==> src/rtl/spi_adc_pkg.sv <==
// spi_adc_pkg: shared types and width helpers for the multi-channel SPI ADC
// reader and the sclk generator it shares with the DAC writer.
//   state_e    - controller state encoding
//   div_cnt_w  - width of a counter covering 0..CLK_DIV-1
//   edge_cnt_w - width of a counter covering 0..2*FRAME_BITS
package spi_adc_pkg;

   typedef enum logic [2:0] {
      S_IDLE,
      S_SETUP,
      S_SHIFT,
      S_DONE,
      S_QUIET
   } state_e;

   function automatic int div_cnt_w(input int clk_div);
      return (clk_div < 2) ? 1 : $clog2(clk_div);
   endfunction

   function automatic int edge_cnt_w(input int frame_bits);
      return $clog2(2 * frame_bits + 1);
   endfunction

endpackage

==> src/rtl/spi_adc_multi_if.sv <==
// spi_adc_multi_if: request/result bus of the SPI ADC reader.
//   sample, cont_en        - requester -> reader (start / continuous mode)
//   ready, done, overrun   - reader status; done and overrun are 1-cycle pulses
//   dout                   - channel i at [i*DATA_W +: DATA_W]
interface spi_adc_multi_if #(
   parameter int NUM_CH = 2,
   parameter int DATA_W = 12
);
   logic                     sample;
   logic                     cont_en;
   logic                     ready;
   logic                     done;
   logic                     overrun;
   logic [NUM_CH*DATA_W-1:0] dout;

   modport master (output sample, cont_en, input ready, done, overrun, dout);
   modport slave  (input sample, cont_en, output ready, done, overrun, dout);
endinterface

==> src/rtl/spi_sclk_gen.sv <==
// spi_sclk_gen: serial clock generator for SPI converters.
//   clk, reset_n - system clock, synchronous active-low reset
//   run          - while high, sclk toggles every CLK_DIV cycles, first toggle
//                  rising; while low, sclk is held low and counters clear
//   sclk         - registered serial clock
//   rise_stb     - high on the clk edge where sclk goes 0->1
//   fall_stb     - high on the clk edge where sclk goes 1->0
//   last_edge    - high on the edge carrying toggle number 2*FRAME_BITS
module spi_sclk_gen
   import spi_adc_pkg::*;
#(
   parameter int CLK_DIV    = 5,
   parameter int FRAME_BITS = 16
)(
   input  logic clk,
   input  logic reset_n,
   input  logic run,
   output logic sclk,
   output logic rise_stb,
   output logic fall_stb,
   output logic last_edge
);
   localparam int DIV_W  = div_cnt_w(CLK_DIV);
   localparam int EDGE_W = edge_cnt_w(FRAME_BITS);

   logic [DIV_W-1:0]  div_cnt;
   logic [EDGE_W-1:0] edge_cnt;
   logic              tick;

   assign tick      = run && (div_cnt == DIV_W'(CLK_DIV - 1));
   assign rise_stb  = tick && !sclk;
   assign fall_stb  = tick &&  sclk;
   assign last_edge = tick && (edge_cnt == EDGE_W'(2 * FRAME_BITS - 1));

   always_ff @(posedge clk) begin
      if (!reset_n || !run) begin
         div_cnt  <= '0;
         edge_cnt <= '0;
         sclk     <= 1'b0;
      end else if (tick) begin
         div_cnt  <= '0;
         sclk     <= ~sclk;
         edge_cnt <= last_edge ? '0 : edge_cnt + EDGE_W'(1);
      end else begin
         div_cnt  <= div_cnt + DIV_W'(1);
      end
   end
endmodule

==> src/rtl/spi_adc_multi.sv <==
// spi_adc_multi: reads NUM_CH SPI ADCs sharing cs_n/sclk, one data line each.
//   clk, reset_n - system clock, synchronous active-low reset
//   din          - serial data, bit i from ADC i
//   cs_n, sclk   - shared chip select (active low) and serial clock (idle low)
//   bus          - sample/cont_en in; ready/done/overrun/dout out
// Frame: SETUP (CLK_DIV cycles, sclk low), SHIFT (2*FRAME_BITS toggles of
// CLK_DIV cycles each), DONE (1 cycle, done pulse), QUIET (CLK_DIV cycles).
module spi_adc_multi
   import spi_adc_pkg::*;
#(
   parameter int NUM_CH     = 2,
   parameter int DATA_W     = 12,
   parameter int FRAME_BITS = 16,
   parameter int CLK_DIV    = 5
)(
   input  logic              clk,
   input  logic              reset_n,
   input  logic [NUM_CH-1:0] din,
   output logic              cs_n,
   output logic              sclk,
   spi_adc_multi_if.slave    bus
);
   localparam int DIV_W = div_cnt_w(CLK_DIV);

   state_e                         state;
   logic [DIV_W-1:0]               div_cnt;
   logic [NUM_CH-1:0][DATA_W-1:0]  shreg;
   logic [NUM_CH-1:0][DATA_W-1:0]  dout_q;
   logic                           ready_q, done_q, ovr_q;
   logic                           run, rise_stb, fall_stb, last_edge;

   assign run         = (state == S_SHIFT);
   assign bus.ready   = ready_q;
   assign bus.done    = done_q;
   assign bus.overrun = ovr_q;
   assign bus.dout    = dout_q;

   spi_sclk_gen #(
      .CLK_DIV    (CLK_DIV),
      .FRAME_BITS (FRAME_BITS)
   ) u_sclk (
      .clk       (clk),
      .reset_n   (reset_n),
      .run       (run),
      .sclk      (sclk),
      .rise_stb  (rise_stb),
      .fall_stb  (fall_stb),
      .last_edge (last_edge)
   );

   // Only the last DATA_W bits of a frame are kept, so a DATA_W-deep shifter
   // suffices: the leading FRAME_BITS-DATA_W bits fall off the top.
   always_ff @(posedge clk) begin
      if (!reset_n) begin
         shreg <= '0;
      end else if (rise_stb) begin
         for (int i = 0; i < NUM_CH; i++)
            shreg[i] <= {shreg[i][DATA_W-2:0], din[i]};
      end
   end

   always_ff @(posedge clk) begin
      if (!reset_n) begin
         state   <= S_IDLE;
         div_cnt <= '0;
         cs_n    <= 1'b1;
         ready_q <= 1'b1;
         done_q  <= 1'b0;
         ovr_q   <= 1'b0;
         dout_q  <= '0;
      end else begin
         done_q <= 1'b0;
         // A request outside IDLE is dropped and flagged; a QUIET with
         // cont_en set restarts on its own, so sample there is not an error.
         ovr_q  <= bus.sample && (state != S_IDLE) &&
                   !((state == S_QUIET) && bus.cont_en);
         case (state)
            S_IDLE: begin
               if (bus.sample) begin
                  state   <= S_SETUP;
                  cs_n    <= 1'b0;
                  ready_q <= 1'b0;
                  div_cnt <= '0;
               end
            end
            S_SETUP: begin
               if (div_cnt == DIV_W'(CLK_DIV - 1)) begin
                  state   <= S_SHIFT;
                  div_cnt <= '0;
               end else begin
                  div_cnt <= div_cnt + DIV_W'(1);
               end
            end
            S_SHIFT: begin
               // The final toggle is a fall, so sclk is low as cs_n rises.
               if (fall_stb && last_edge) begin
                  state  <= S_DONE;
                  cs_n   <= 1'b1;
                  done_q <= 1'b1;
                  dout_q <= shreg;
               end
            end
            S_DONE: begin
               state   <= S_QUIET;
               div_cnt <= '0;
            end
            S_QUIET: begin
               if (div_cnt == DIV_W'(CLK_DIV - 1)) begin
                  div_cnt <= '0;
                  if (bus.cont_en) begin
                     state <= S_SETUP;
                     cs_n  <= 1'b0;
                  end else begin
                     state   <= S_IDLE;
                     ready_q <= 1'b1;
                  end
               end else begin
                  div_cnt <= div_cnt + DIV_W'(1);
               end
            end
            default: begin
               state   <= S_IDLE;
               cs_n    <= 1'b1;
               ready_q <= 1'b1;
            end
         endcase
      end
   end
endmodule

==> src/flat_wrapper.sv <==
// flat-port wrapper written by rule: the top's interface ports become plain ports
module spi_adc_multi_flat import spi_adc_pkg::*;
#(
   parameter int NUM_CH     = 2,
   parameter int DATA_W     = 12,
   parameter int FRAME_BITS = 16,
   parameter int CLK_DIV    = 5
)
  (clk, reset_n, din, cs_n, sclk, bus_sample, bus_cont_en, bus_ready, bus_done, bus_overrun, bus_dout);
  spi_adc_multi_if #(.NUM_CH(NUM_CH), .DATA_W(DATA_W)) bus_i ();
  input  logic clk;
  input  logic reset_n;
  input  logic [NUM_CH-1:0] din;
  output logic cs_n;
  output logic sclk;
  input wire logic [$bits(bus_i.sample)-1:0] bus_sample;
  input wire logic [$bits(bus_i.cont_en)-1:0] bus_cont_en;
  output wire logic [$bits(bus_i.ready)-1:0] bus_ready;
  output wire logic [$bits(bus_i.done)-1:0] bus_done;
  output wire logic [$bits(bus_i.overrun)-1:0] bus_overrun;
  output wire logic [$bits(bus_i.dout)-1:0] bus_dout;
  assign bus_i.sample = bus_sample;
  assign bus_i.cont_en = bus_cont_en;
  assign bus_ready = bus_i.ready;
  assign bus_done = bus_i.done;
  assign bus_overrun = bus_i.overrun;
  assign bus_dout = bus_i.dout;
  spi_adc_multi #(.NUM_CH(NUM_CH), .DATA_W(DATA_W), .FRAME_BITS(FRAME_BITS), .CLK_DIV(CLK_DIV)) u_core (.clk(clk), .reset_n(reset_n), .din(din), .cs_n(cs_n), .sclk(sclk), .bus(bus_i));
endmodule
==> config.mk <==
export PLATFORM = sky130hd
export DESIGN_NAME = spi_adc_multi_flat
export DESIGN_NICKNAME = d
export VERILOG_FILES = /design/src/rtl/spi_adc_pkg.sv /design/src/rtl/spi_adc_multi_if.sv /design/src/rtl/spi_sclk_gen.sv /design/src/rtl/spi_adc_multi.sv /design/src/flat_wrapper.sv
export SDC_FILE = /design/constraint.sdc
export NUM_CORES = 1
export LEC_CHECK = 0
export BUFFER_PORTS_ARGS = -buffer_cell sky130_fd_sc_hd__buf_2
export CAP_MARGIN = 20
export CORE_AREA = 2 2 72 74
export DETAILED_ROUTE_END_ITERATION = 12
export DIE_AREA = 0 0 74 76
export PLACE_DENSITY = 0.92
export SLEW_MARGIN = 20
export SYNTH_ARGS = -nofsm -noshare
export SYNTH_HDL_FRONTEND = slang
export SYNTH_HIERARCHICAL = 1
export SYNTH_SLANG_ARGS = --single-unit
export TNS_END_PERCENT = 5
==> constraint.sdc <==
create_clock -name clk -period 4.4 [get_ports clk]
set_clock_uncertainty 0.05 [all_clocks]
set_input_delay 0.22 -clock clk [delete_from_list [all_inputs] [get_ports clk]]
set_output_delay 0.22 -clock clk [all_outputs]
set_load 0.005 [all_outputs]
### After elaboration in Yosys (flattened, before gate mapping)

Index checks and enable logic that the tools add are counted.

| word-level totals | value |
|---|---|
| bits in registers | 68 |
| bits in latches | 0 |
| memory bits (writable) | 0 |
| ROM bits | 0 |
| logic and storage cells | 77 |
| memories kept | 0 |

| operators by class | value |
|---|---|
| add/sub/neg operators | 3 |
| multipliers | 0 |
| divide/modulo/power cells | 0 |
| order comparisons | 0 |
| equality and inequality tests | 13 |
| shift-type cells | 0 |
| multiplexer cells | 19 |
| bitwise logic cells | 3 |
| reductions and logical operators | 26 |

Operators by type and width:

| cell | count |
|---|---|
| 3-bit two-way mux | 6 |
| 3-bit case mux with 5 select lines | 1 |
| 3-bit == test, second input constant | 3 |
| 3-bit case mux with 3 select lines | 1 |
| 1-bit logical AND | 8 |
| 1-bit two-way mux | 8 |
| 2-bit != test, second input constant | 4 |
| 4-bit AND reduction | 2 |
| 3-bit by 1-bit adder with 3-bit output, second input constant | 2 |
| 6-bit by 1-bit adder with 6-bit output, second input constant | 1 |
| 3-bit by 2-bit == test with 1-bit output, second input constant | 2 |
| 6-bit by 5-bit == test with 1-bit output, second input constant | 1 |
| 6-bit two-way mux | 1 |
| 2-bit AND reduction | 3 |
| 3-bit nonzero test | 2 |
| 2-bit OR reduction | 3 |
| 5-bit AND reduction | 1 |
| 1-bit zero test | 4 |
| 2-bit by 1-bit != test with 1-bit output, second input constant | 2 |
| 1-bit case mux with 4 select lines | 1 |
| 3-bit by 1-bit == test with 1-bit output, second input constant | 1 |
| 3-bit zero test | 1 |
| 1-bit NOT | 3 |
| 1-bit case mux with 3 select lines | 1 |
| 2 further kinds | 2 |

### Longest topological paths before layout

| logic depth | value |
|---|---|
| word-level depth | 6 |
| mapped depth | 11 |
| depth with buffers taken out | 8 |

### Cells and area by module

The synthesis kept the hierarchy.

Modules (own cells, without submodules):

| module | instances | cells an instance | area an instance (um^2) |
|---|---|---|---|
| spi_adc_multi | 1 | 261 | 2447.3 |
| spi_sclk_gen | 1 | 55 | 481.7 |

### Worst setup path before layout

No wires, ideal clock.

| path | value |
|---|---|
| path type | reg-to-reg |
| start point | register u_core.state[0] |
| end point | register u_core.dout_q (netlist bit u_core/bus.dout[0]) |
| library setup time | 0.116 ns |
| arrival | 2.160 ns |
| data required time | 4.234 ns |
| setup slack | 2.074 ns |
| stages on the path, launching flop included | 12 |
| path buffers | 3 |
| cells stage by stage | dfxtp_1 > buf_6 > nand2b_4 > nor2_1 > nand4_1 > nor3_1 > nand2_1 > or3_1 > buf_2 > buf_6 > nand2_1 > a21boi_1 |

| on the way | value |
|---|---|
| word-level cells in the longest chain between the ends | 5 |
| elaborated cells on any way between the ends | 6 |
| classes of those cells | eq/ne: 1; reduce/logical: 5 |

RTL lines:

| what | line | text |
|---|---|---|
| from (decl) | spi_adc_multi.sv:25 | `state_e state;` |
| from (signal assigned) | spi_adc_multi.sv:64 | `state <= S_IDLE;` |
| from (signal assigned) | spi_adc_multi.sv:80 | `state <= S_SETUP;` |
| from (signal assigned) | spi_adc_multi.sv:88 | `state <= S_SHIFT;` |
| 3-bit by 2-bit == test with 1-bit output | spi_adc_multi.sv:32 | `assign run = (state == S_SHIFT);` |
| net u_core.run | spi_adc_multi.sv:30 | `logic run, rise_stb, fall_stb, last_edge;` |
| 1-bit logical AND | spi_sclk_gen.sv:30 | `assign tick = run && (div_cnt == DIV_W'(CLK_DIV - 1));` |
| 1-bit logical AND | spi_sclk_gen.sv:33 | `assign last_edge = tick && (edge_cnt == EDGE_W'(2 * FRAME_BITS - 1));` |
| net u_core.last_edge | spi_adc_multi.sv:30 |  |
| 1-bit logical AND | spi_adc_multi.sv:96 | `if (fall_stb && last_edge) begin` |
| 2-bit AND reduction (no line) | -- |  |
| to (signal assigned) | spi_adc_multi.sv:100 | `dout_q <= shreg;` |
| to (decl) | spi_adc_multi.sv:28 | `logic [NUM_CH-1:0][DATA_W-1:0] dout_q;` |

The timed path passes the listed nets, and every way through them passes these cells.
A chain may end at the register's enable or synchronous reset.

### Worst setup path in the final report

| path | value |
|---|---|
| start point | register u_core.state[1] |
| end point | register u_core.dout_q (netlist bit u_core/bus.dout[14]) |

The elaborated chain is that of the path after synthesis.

==> metrics list <==
- The count of buffers added on input and output ports is 34.
* Global router's overall resource usage: 0.214
- The first global-routing pass estimated 9300 um of wire.
- Across the run, the number of max-cap violations was 0.
- Relative to the synthesized area, the layout overhead comes to 13.1%.
- By area, the combinational part of the netlist is dominated by simple AND/OR/NAND/NOR gates.
- Number of levels the H-tree was split into: 3
- In the routed design, unresolved DRC markers number 0.
- The highest layer touched by signal routing is met4.
* Starting density of the core: 0.596
* LEAKAGE: 1.21 nW
* Total congestion overflow after global routing: 0
- After synthesis, the share of cell area in mux cells is 0.107.
- Power spread over the standard cell area amounts to 424 nW/um^2.
- Die Y-Extent: 76 um
- Fraction of layout instances using a drive strength above 1: 0.163
- The number of antenna violations at the first check in global routing is 0.
* Hold Buf Count CTS: 0
* Die outline width: 74 um
- WP data required: 4.62 ns
- ANT cells: 0
* Cell types with the largest area share after synthesis: dfxtp_1 46%, mux2i_1 9.9%, nand2_1 7.6%
- The compound-gate portion of the synthesized area was 0.123.
* Die Outline Area: 5620 sq um
* Post-synthesis adder-cell area fraction: 0.0214
* Worst Hold Margin: 0.0731 ns
- Vias in the first global route: 2111
* Inserted Clock Buffers: 9
- After detailed routing, the met2 layer carries 2560 um of wire.
- Buffer levels on the longest clock path: 2
- Once placement finished, the instance area stood at 3100 sq um.
- Post-synthesis net count: 327
* Headroom to the max-slew limit: 0.390
- Post CTS Setup Buffer Count: 0
- The share of the Yosys chip area taken by registers is 0.465.
* Placed cell count: 403
- Metal3 WL: 227 um
* Number of sinks driven by the clock tree: 68
- The worst setup path is captured at a flip-flop.
- Count of endpoints failing hold in the final timing report: 0
- The floorplan has 26 rows.
- Achievable Freq: 0.325 GHz
* Non-filler cells, final: 419
- After layout, the minimum clock period comes to 3.07 ns.
* Simple-gate area share of the yosys netlist: 0.228
- Max-slew violation count: 0
- Total negative setup slack: 0 ns
- OpenSTA, run right after detailed placement, puts the worst setup slack at 1.43 ns.
* Critical path arrival: 3.29 ns
- Count of different cell masters after synthesis: 39
- Cell area after technology mapping: 2930 sq um
* Violation count after the first detailed-route iteration: 149
- RSZ-0062 raised after global routing: no
* Final nets: 355
* XOR/XNOR Fraction of Synth Area: 0.00897
- # setup viols final: 0
- Number of nets still failing antenna checks after routing: 0
- Transition at the pin with the smallest max-transition slack: 0.913 ns
* Number of instances in the synthesized netlist: 316
- Clock latency on the worst-skew pair: 0.35 ns
* Critical path launch point type: flip-flop
- Fraction of post-synthesis cell area in the top cell type by area: 0.465
- Using the TritonRoute via totals, the vias-per-cell ratio works out to 5.30.
* Final worst setup slack: 1.33 ns
- After detailed routing, the average wire length per cell comes to 13.1 um.
- Number of optimization iterations in the first detailed-route pass: 4
- Share of the clock period used by the worst path: 0.698
- Largest fanout on the critical path: 25
- Maximum vdd drop: 0.264 mV
* Routed wire length: 5480 um
- Number of storage elements in the synthesis netlist: 68
- Largest net degree at the start of global routing: 61
* Post-cts repair resize count: 0
- Result of the run: finished clean
- Synth Warn #: 6
- Top cell type by total area after synthesis: dfxtp_1
- After floorplanning, the core was sized to cover 4910 sq um.
* Placed wire-length estimate: 3460 um
- The critical path is of the reg2reg type.
- Length of routed wiring on met1: 2530 um
* Final Instance Area: 3310 sq um
- CTS root buffer: clkbuf_8
- Top-level port count: 35
- Weighted congestion at the end of routability-driven global placement: 0.898
* Syn Area/Cell: 9.27 sq um
* CTS tree: done
* Number of vias after detailed routing: 2222
- After clock tree synthesis, the clock-pin slew on the worst setup and hold paths is 0.08 ns.
* Hold/Removal Path Class: in2reg
## cell families (layout without fill, tap and decap cells)
kind of cell / after synthesis / in the layout
multiplexers: 30 / 30
flip-flops: 68 / 68
AO/OA/AOI/OAI: 51 / 51
AND/OR/NAND/NOR: 131 / 131
buffers and inverters: 28 / 61
adder cells (fa/ha/maj): 5 / 5
XOR/XNOR: 3 / 3
## power breakdown
| group | leakage [nW] | switching, mW | internal (mW) | total (mW) |
|---|---|---|---|---|
| Combinational | 0.558 | 0.0853 | 0.0844 | 0.170 |
| Sequential | 0.549 | 0.0398 | 0.637 | 0.677 |
| Clock | 0.102 | 0.240 | 0.319 | 0.559 |
## synthesized netlist by cell type
cell,instances
nand4_1,1
xnor2_1,1
nor3_4,1
xor2_1,2
nor3b_1,4
a21o_1,1
buf_4,1
and3_1,3
ha_1,5
nand3_4,1
and3b_1,1
a221oi_1,1
o22ai_1,2
and2_1,2
a21boi_0,6
nand2b_4,1
mux2i_1,29
buf_6,3
nor2b_1,31
nand2b_1,1
nor2_1,13
buf_2,6
a21oi_1,5
dfxtp_1,68
a21boi_1,20
o21ai_0,7
o221a_2,1
nor3_1,2
or3_1,5
mux4_2,1
nor4_1,2
nand2_1,59
o21bai_1,2
nand3_1,4
a211oi_2,1
a31oi_1,1
clkbuf_1,8
inv_1,10
a22oi_1,4
## cell usage in the layout (no fill, tap or decap), types with 5 or more instances in the layout
cell | Yosys | final
a21boi_1 | 20 | 20
mux2i_1 | 29 | 29
ha_1 | 5 | 5
inv_1 | 10 | 10
nand2_1 | 59 | 59
a21oi_1 | 5 | 5
a21boi_0 | 6 | 6
nor2b_1 | 31 | 31
o21ai_0 | 7 | 7
buf_2 | 6 | 34
or3_1 | 5 | 5
clkbuf_8 | 0 | 9
nor2_1 | 13 | 12
dfxtp_1 | 68 | 68
## metal layers
layer | GRT usage | vias to the layer above
met2 | 0.319 | 68
met5 | 0 | -
li1 | - | 1114
met1 | 0.272 | 1024
met3 | 0.0489 | 16
met4 | 0.140 | 0
## area by class of cell
type	count	area [sq um]
multi-input combinational	220	1430
tap	70	87.6
sequential	68	1360
fill	365	1600
clock buffer	10	128
timing repair buffer	35	178
clock inverter	6	88.8
inverter	10	37.5
## worst paths after layout
path         slack [ns]                   to  depth (start not counted)                 from
min reg2reg        0.40  u_core/bus.dout[20]                          2  u_core/bus.dout[20]
min                0.07      u_core/shreg[0]                          3               din[0]
max reg2reg        1.33  u_core/bus.dout[14]                          8      u_core/state[1]
max                1.33  u_core/bus.dout[14]                          8      u_core/state[1]
## through the flow
step / util / power (mW)
after floorplan: - / 0.825
after global placement: 0.630 / 0.848
after detailed placement: 0.630 / 0.855
after CTS: 0.674 / 1.41
after global routing: 0.674 / 1.46
final: 0.674 / 1.41
## worst max-delay path, cell delays in order (launching register included)
cell and delay [ns]:
dfxtp_1 0.66, nand2b_4 0.11, nor2_1 0.33, nand4_1 0.24, nor3_1 0.36, nand2_1 0.17
nor3_4 0.72, nand2_1 0.12, a21boi_0 0.21
## state kept, by name (all words and copies together) (netlist names), 3 cells and up
name                    flops
u_core/state                3
u_core/u_sclk/edge_cnt      6
u_core/u_sclk/div_cnt       3
u_core/bus.dout            24
u_core/shreg               24
u_core/div_cnt              3
Note: power is estimated with default switching activity, not from simulation.
